==> src/rtl/dm_arbiter.sv <==
// dm_arbiter: shares one single-port data memory between two requesters.
// Port 0 is the core load/store unit and port 1 is the debug/program loader.
// Arbitration is round-robin and decided in a single cycle. Read data is
// registered and returned one cycle after the grant.
//
// Optional feature macro: DM_CLEAR_EN. When it is defined, a post-reset
// sweep zero-fills every memory word before any requester is served.
//
// Ports:
//   clk, rst              clock (rising edge); asynchronous active-high reset
//   mX_req/we/addr/wd     port X request (level), write enable, word address, write data
//   mX_gnt                port X granted this cycle (combinational)
//   mX_rdata/mX_rvalid    port X registered read data and its one-cycle valid pulse
//   dm_addr/dm_we/dm_wd   memory address {zeros, addr}, write enable, write data (combinational)
//   dm_rd                 memory read data, combinational from dm_addr
//   busy                  clear sweep in progress
module dm_arbiter #(
    parameter int unsigned ADDR_W = 5,
    parameter int unsigned DATA_W = 32
) (
    input  logic              clk,
    input  logic              rst,
    input  logic              m0_req,
    input  logic              m0_we,
    input  logic [ADDR_W-1:0] m0_addr,
    input  logic [DATA_W-1:0] m0_wd,
    output logic              m0_gnt,
    output logic [DATA_W-1:0] m0_rdata,
    output logic              m0_rvalid,
    input  logic              m1_req,
    input  logic              m1_we,
    input  logic [ADDR_W-1:0] m1_addr,
    input  logic [DATA_W-1:0] m1_wd,
    output logic              m1_gnt,
    output logic [DATA_W-1:0] m1_rdata,
    output logic              m1_rvalid,
    output logic [15:0]       dm_addr,
    output logic              dm_we,
    output logic [DATA_W-1:0] dm_wd,
    input  logic [DATA_W-1:0] dm_rd,
    output logic              busy
);

    localparam int unsigned DM_ADDR_W = 16;

`ifdef DM_CLEAR_EN
    localparam int unsigned DEPTH = 2 ** ADDR_W;
    typedef enum logic [0:0] {ST_CLEAR = 1'b0, ST_SERVE = 1'b1} state_t;
    localparam state_t ST_RESET = ST_CLEAR;
`else
    typedef enum logic [0:0] {ST_SERVE = 1'b1} state_t;
    localparam state_t ST_RESET = ST_SERVE;
`endif

    state_t              state, state_nxt;
    logic                last_gnt, last_gnt_nxt;   // 1: port 1 was granted most recently
    logic                gnt0, gnt1;
    logic [ADDR_W-1:0]   sel_addr;
    logic                sel_we;
    logic [DATA_W-1:0]   sel_wd;
`ifdef DM_CLEAR_EN
    logic [ADDR_W-1:0]   clr_idx, clr_idx_nxt;
`endif

    // State, arbitration history and sweep index
    always_ff @(posedge clk or posedge rst) begin
        if (rst) begin
            state    <= ST_RESET;
            last_gnt <= 1'b1;
`ifdef DM_CLEAR_EN
            clr_idx  <= '0;
`endif
        end else begin
            state    <= state_nxt;
            last_gnt <= last_gnt_nxt;
`ifdef DM_CLEAR_EN
            clr_idx  <= clr_idx_nxt;
`endif
        end
    end

    // Next state, grant decision and memory-side mux
    always_comb begin
        state_nxt    = state;
        last_gnt_nxt = last_gnt;
        gnt0         = 1'b0;
        gnt1         = 1'b0;
        sel_addr     = '0;
        sel_we       = 1'b0;
        sel_wd       = '0;
`ifdef DM_CLEAR_EN
        clr_idx_nxt  = clr_idx;
`endif
        case (state)
`ifdef DM_CLEAR_EN
            ST_CLEAR: begin
                sel_we      = 1'b1;
                sel_addr    = clr_idx;
                clr_idx_nxt = clr_idx + ADDR_W'(1);
                if (clr_idx == ADDR_W'(DEPTH - 1)) begin
                    state_nxt = ST_SERVE;
                end
            end
`endif
            ST_SERVE: begin
                // On a tie the port that did not win last time is served
                if (m0_req && m1_req) begin
                    gnt0 = last_gnt;
                    gnt1 = ~last_gnt;
                end else begin
                    gnt0 = m0_req;
                    gnt1 = m1_req;
                end
                if (gnt0) begin
                    sel_addr     = m0_addr;
                    sel_we       = m0_we;
                    sel_wd       = m0_wd;
                    last_gnt_nxt = 1'b0;
                end else if (gnt1) begin
                    sel_addr     = m1_addr;
                    sel_we       = m1_we;
                    sel_wd       = m1_wd;
                    last_gnt_nxt = 1'b1;
                end
            end
            default: begin
                state_nxt = ST_SERVE;
            end
        endcase
        // Nothing reaches the memory or the requesters while reset is held
        if (rst) begin
            gnt0     = 1'b0;
            gnt1     = 1'b0;
            sel_addr = '0;
            sel_we   = 1'b0;
            sel_wd   = '0;
        end
    end

    // Read-data capture: one-cycle valid pulse, data held until the next read
    always_ff @(posedge clk or posedge rst) begin
        if (rst) begin
            m0_rdata  <= '0;
            m1_rdata  <= '0;
            m0_rvalid <= 1'b0;
            m1_rvalid <= 1'b0;
        end else begin
            m0_rvalid <= gnt0 & ~m0_we;
            m1_rvalid <= gnt1 & ~m1_we;
            if (gnt0 && !m0_we) begin
                m0_rdata <= dm_rd;
            end
            if (gnt1 && !m1_we) begin
                m1_rdata <= dm_rd;
            end
        end
    end

    assign m0_gnt  = gnt0;
    assign m1_gnt  = gnt1;
    assign dm_addr = DM_ADDR_W'(sel_addr);
    assign dm_we   = sel_we;
    assign dm_wd   = sel_wd;

`ifdef DM_CLEAR_EN
    assign busy = (state == ST_CLEAR);
`else
    assign busy = 1'b0;
`endif

endmodule

==> config.mk <==
export PLATFORM = sky130hd
export DESIGN_NAME = dm_arbiter
export DESIGN_NICKNAME = d
export VERILOG_FILES = /design/src/rtl/dm_arbiter.sv
export SDC_FILE = /design/constraint.sdc
export NUM_CORES = 1
export LEC_CHECK = 0
export BUFFER_PORTS_ARGS = -buffer_cell sky130_fd_sc_hd__buf_4
export CAP_MARGIN = 0
export CORE_UTILIZATION = 40
export CTS_CLUSTER_SIZE = 12
export DETAILED_ROUTE_END_ITERATION = 10
export HOLD_SLACK_MARGIN = 0.06
export PLACE_DENSITY_LB_ADDON = 0.12
export SLEW_MARGIN = 40
export SYNTH_ARGS = -nofsm -noshare
export SYNTH_HDL_FRONTEND = slang
export SYNTH_SLANG_ARGS = --single-unit
export TNS_END_PERCENT = 5
==> constraint.sdc <==
create_clock -name clk -period 2.6 [get_ports clk]
set_clock_uncertainty 0.2 [all_clocks]
set_input_delay 0.26 -clock clk [delete_from_list [all_inputs] [get_ports clk]]
set_output_delay 0.26 -clock clk [all_outputs]
set_load 0.05 [all_outputs]
==> results by stage <==
Status:
- The flow ran to the end, and the final reports show no timing, DRC or antenna violations.

Logic synthesis:
- In this run, synthesis produced a sequential element count of 67.
- The post-synthesis simple-gate area fraction is about 1.6%.
- After synthesis, the mean cell area works out to 14.75 um^2.
- The most used flip-flop cell after synthesis is dfrtp_1.
- After synthesis the cells add up to 3024 um^2.
- The number of enable-type register cells in the synthesized netlist is 0.
- Ranked by total cell area, the synthesized netlist is headed by dfrtp_1 55%, mux2_2 23%, a22o_1 11%, buf_4 3.0%, buf_6 2.2%.
- After synthesis, the share of flip-flops with an asynchronous set or reset is 100.0%.
- The number of standard cells after synthesis is about 200.
- In the synthesized netlist, mux cells make up a little under a quarter of the area.
- Of the total synthesized cell area, the portion taken by XOR and XNOR cells is 0%.
- The synthesized netlist devotes between 10% and 20% of its cell area to compound gates.
- For this run, the number of Yosys warnings is 0.
- Of the total synthesized cell area, the portion taken by full adders, half adders and majority gates is 0%.
- The area fraction of the dominant cell type after synthesis is around 55%.
- The synthesized netlist contains 18 unique library cells.
- The main combinational cell family by area after synthesis is multiplexers.
- The sequential element share of the synthesized area is 55.48%.
- The dominant cell type by area after synthesis is dfrtp_1.

Floorplan:
- After floorplanning, the core was divided into 31 placement rows.
- The initial core utilization is around two fifths.
- The die height is about 89 um.
- The number of primary I/O pins is 230.
- The floorplan step defined a die boundary enclosing ~7900 um^2.
- The placeable core area is 7292 um^2.
- In this run the horizontal extent of the chip is 88.95 um.

Cells and area:
- In the final design database the tool counted around 570 nets.
- From synthesis to final layout, the design area changed by 74.31%.
- The fraction of the core area covered by cells at the end of the flow is 72.29%.
- The storage element area is 1678 um^2.
- The proportion of layout cells with a drive suffix above 1 is approximately two thirds.
- Fill cells in the final layout number 524.
- The diode insertion count for antenna repair is 0.
- The footprint of the multi-input gates is between 1000 and 1500 um^2.
- The finished layout holds 563 standard cells, fillers aside.

Hold path:
- In this run the most critical hold path is launched from m1_we.
- The endpoint of the worst hold-timing path is m1_rvalid.
- The kind of path behind the tightest hold check is primary input to flop.
- The number of cells traversed by the worst hold path is 3.

Setup path:
- Grouping stages by cell kind, the critical path spends the most delay in buffers and inverters.
- On the critical path, the stage with the largest delay is an instance of dlygate4sd3_1.
- STA classifies the critical path endpoint as a primary output.
- STA classifies the critical path startpoint as a primary input.
- The top fanout value on the critical path is 39.
- The most numerous cell type found on the critical path is buf_4.
- Walking the worst path, the cells encountered are dlygate4sd3_1 -> buf_4 -> a211oi_4 -> buf_4 -> a22o_1 -> buf_4.
- The worst register-to-register path ends at m0_rdata[2].
- The depth of the worst register-to-register path is 4.
- The stage delay of the slowest cell on the critical path is about 0.54 ns.
- For the worst setup path, the data arrival time is between 2 and 2.5 ns.
- The critical setup path kind is primary input to primary output.
- In this run the critical register-to-register path is launched from last_gnt.
- In this run the register-to-register setup slack is ~0.55 ns.
- The buffer and inverter count on the worst path is 4.
- Data on the critical path is required at its endpoint by around 2.1 ns.

Place:
- Once detailed placement completed, the half-perimeter wirelength came to around 7.2 mm.
- The post-placement cell count is roughly 510.
- The routability congestion estimate from global placement is 0.6999.
- The count of port buffers added during placement is about 220.

Power:
- Across the VDD grid, the largest voltage drop is 0.5458 mV.
- In this run the static leakage power is approximately 2.6 nW.
- Overall power consumption after layout is estimated at 4.442 mW.
- The clock network power share is roughly a fifth.
- For this design the ratio of total power to cell area is 842.7 nW/um^2.
- Of the total power, registers draw around a third.
- The logic gate share of total power is around 48%.
- In this run switching power makes up 42.91% of total power.
- The internal portion of the total power is 2.536 mW.
- The switching power is 1.906 mW.

Timing:
- The time the final worst path needs with I/O delays and setup is roughly 2.5 ns.
- Setup repair after global routing left no endpoint under its margin.
- Based on the critical path, the design can be clocked at up to 0.3996 GHz.
- Adding up every negative setup slack in the final design gives 0 ns.
- The fraction of the cycle the final worst path needs is just under 100%.
- The count of final max-slew check failures was 0.
- The total setup violations reported at the end of the flow is 0.
- The count of endpoints failing hold in the final timing report is 0.

GRT:
- Global routing used between 20% and 30% of the available tracks across all layers.
- Entering global routing, the biggest net connects 55 pins.
- The number of global-route vias before repair is 2689.
- The first global-routing pass estimated between 10 and 15 mm of wire.
- The number of antenna violations at the first check in global routing is 0.
- The overall overflow remaining after global route is 0.

Clocking:
- The worst-skew pair later-pin latency is roughly 0.33 ns.
- The TritonCTS clock tree is yes.
- In this run, CTS created clock tree buffers numbering 9.
- The root buffer cell chosen for the clock tree is clkbuf_8.
- After clock tree synthesis, the clock-pin slew on the worst setup and hold paths is about 0.07 ns.
- In this run the post-CTS setup repair buffer count came out at 0.
- The number of buffers on the longest clock path is 2.
- The total number of clock tree sinks is 67.
- The clock tree synthesis step divided the H-tree into 3 levels.

Routing:
- Summing over every cut layer, the via total after detailed routing is between 2000 and 3000.
- The total detailed-routing wirelength is between 9 and 10 mm.
- The detailed-route wire length per cell is 17.36 um.
- After detailed routing, the number of remaining DRC violations is 0.
- The number of iterations in the first detailed-routing pass is 5.
- The ratio of routed vias to standard cells is roughly 4.9.
- For this block, the initial DRC count from the detailed router was 70.
- The count of nets left with antenna violations once routing finished came out at 0.

Job:
- The number of max-capacitance violations reported is 0.
==> layout by cell type, fill, tap and decap left out, types with 12 or more instances in the layout <==
master	count
clkbuf_8	12
dfrtp_1	66
mux2_2	63
buf_4	223
conb_1	12
dlygate4sd3_1	35
a22o_1	38
==> cells by family after synthesis <==
kind of cell,count (synthesis)
other,1
DFF,67
buffers and inverters,28
muxes,64
AOI/OAI and AO/OA,41
and+or+nand+nor,4
==> per-stage QoR <==
step           hold WS, ns  setup slack (ns)  instance area [um^2]
6_report            0.2108           0.09779                  5271
5_1_grt             0.2239           0.02719                  5271
4_1_cts             0.2070            0.1250                  5271
3_5_place_dp        0.1086            0.4998                  4710
3_3_place_gp        0.1077            0.5292                  4710
2_1_floorplan       0.1145            0.1187                  3065
==> cell usage after synthesis (2+ instances only) <==
master and n:
a22o_1 38, buf_2 4, buf_4 12, buf_6 6, clkbuf_1 4, dfrtp_1 66
inv_1 2, mux2_2 63
==> tightest hold or removal path, stage by stage <==
cell,delay (ns)
buf_4,0.10
a2111oi_4,0.04
buf_4,0.24
==> area by class of cell <==
cell class                      count  share of cell area (%)
Timing Repair Buffer              259                   38.78
Inverter                            2                  0.1424
Sequential cell                    67                   31.83
Tap cell                           99                   2.350
Multi-Input combinational cell    121                   22.88
Clock inverter                      3                  0.8782
Clock buffer                       12                   3.133
==> what timing repair did <==
item | in CTS | in global routing
gates resized for setup | 0 | 0
hold buffers | 35 | 0
endpoints found under the hold margin | 78 | 0
setup endpoints to repair | 0 | 0
==> how the worst max path moves through the flow <==
stage	start	end	slack (ns)	cells after the start
finish	m0_req	dm_wd[14]	0.1	6
detailed placement	last_gnt	dm_wd[21]	0.50	5
global placement	last_gnt	dm_wd[21]	0.53	5
global route	last_gnt	dm_wd[4]	0.03	5
CTS	m0_req	dm_wd[8]	0.13	6
floorplan	last_gnt	dm_addr[0]	0.12	4
==> sequential cells by signal, summed over array words and instances, names as in the netlist <==
name	cells
m1_rdata	32
last_gnt	1
m0_rdata	32
m0_rvalid	1
m1_rvalid	1
==> power groups by stage <==
stage          clock network (mW)  logic [mW]  registers (mW)
3_5_place_dp                    0        2.09            1.43
3_3_place_gp                    0        2.07            1.42
2_1_floorplan                   0       0.542            2.28
5_1_grt                     0.962        2.20            1.45
6_report                    0.900        2.13            1.42
4_1_cts                     0.924        2.13            1.42
==> per-layer routing <==
| metal | up-vias | routed length [um] | global-route usage [%] |
|---|---|---|---|
| li1 | 1245 | - | - |
| met1 | 1343 | 3756 | 28.43 |
| met2 | 127 | 4938 | 39.86 |
| met3 | 21 | 809 | 7.018 |
| met4 | 0 | 268 | 10.25 |
| met5 | - | 0 | 0 |
Power figures use the tool's default switching activity.
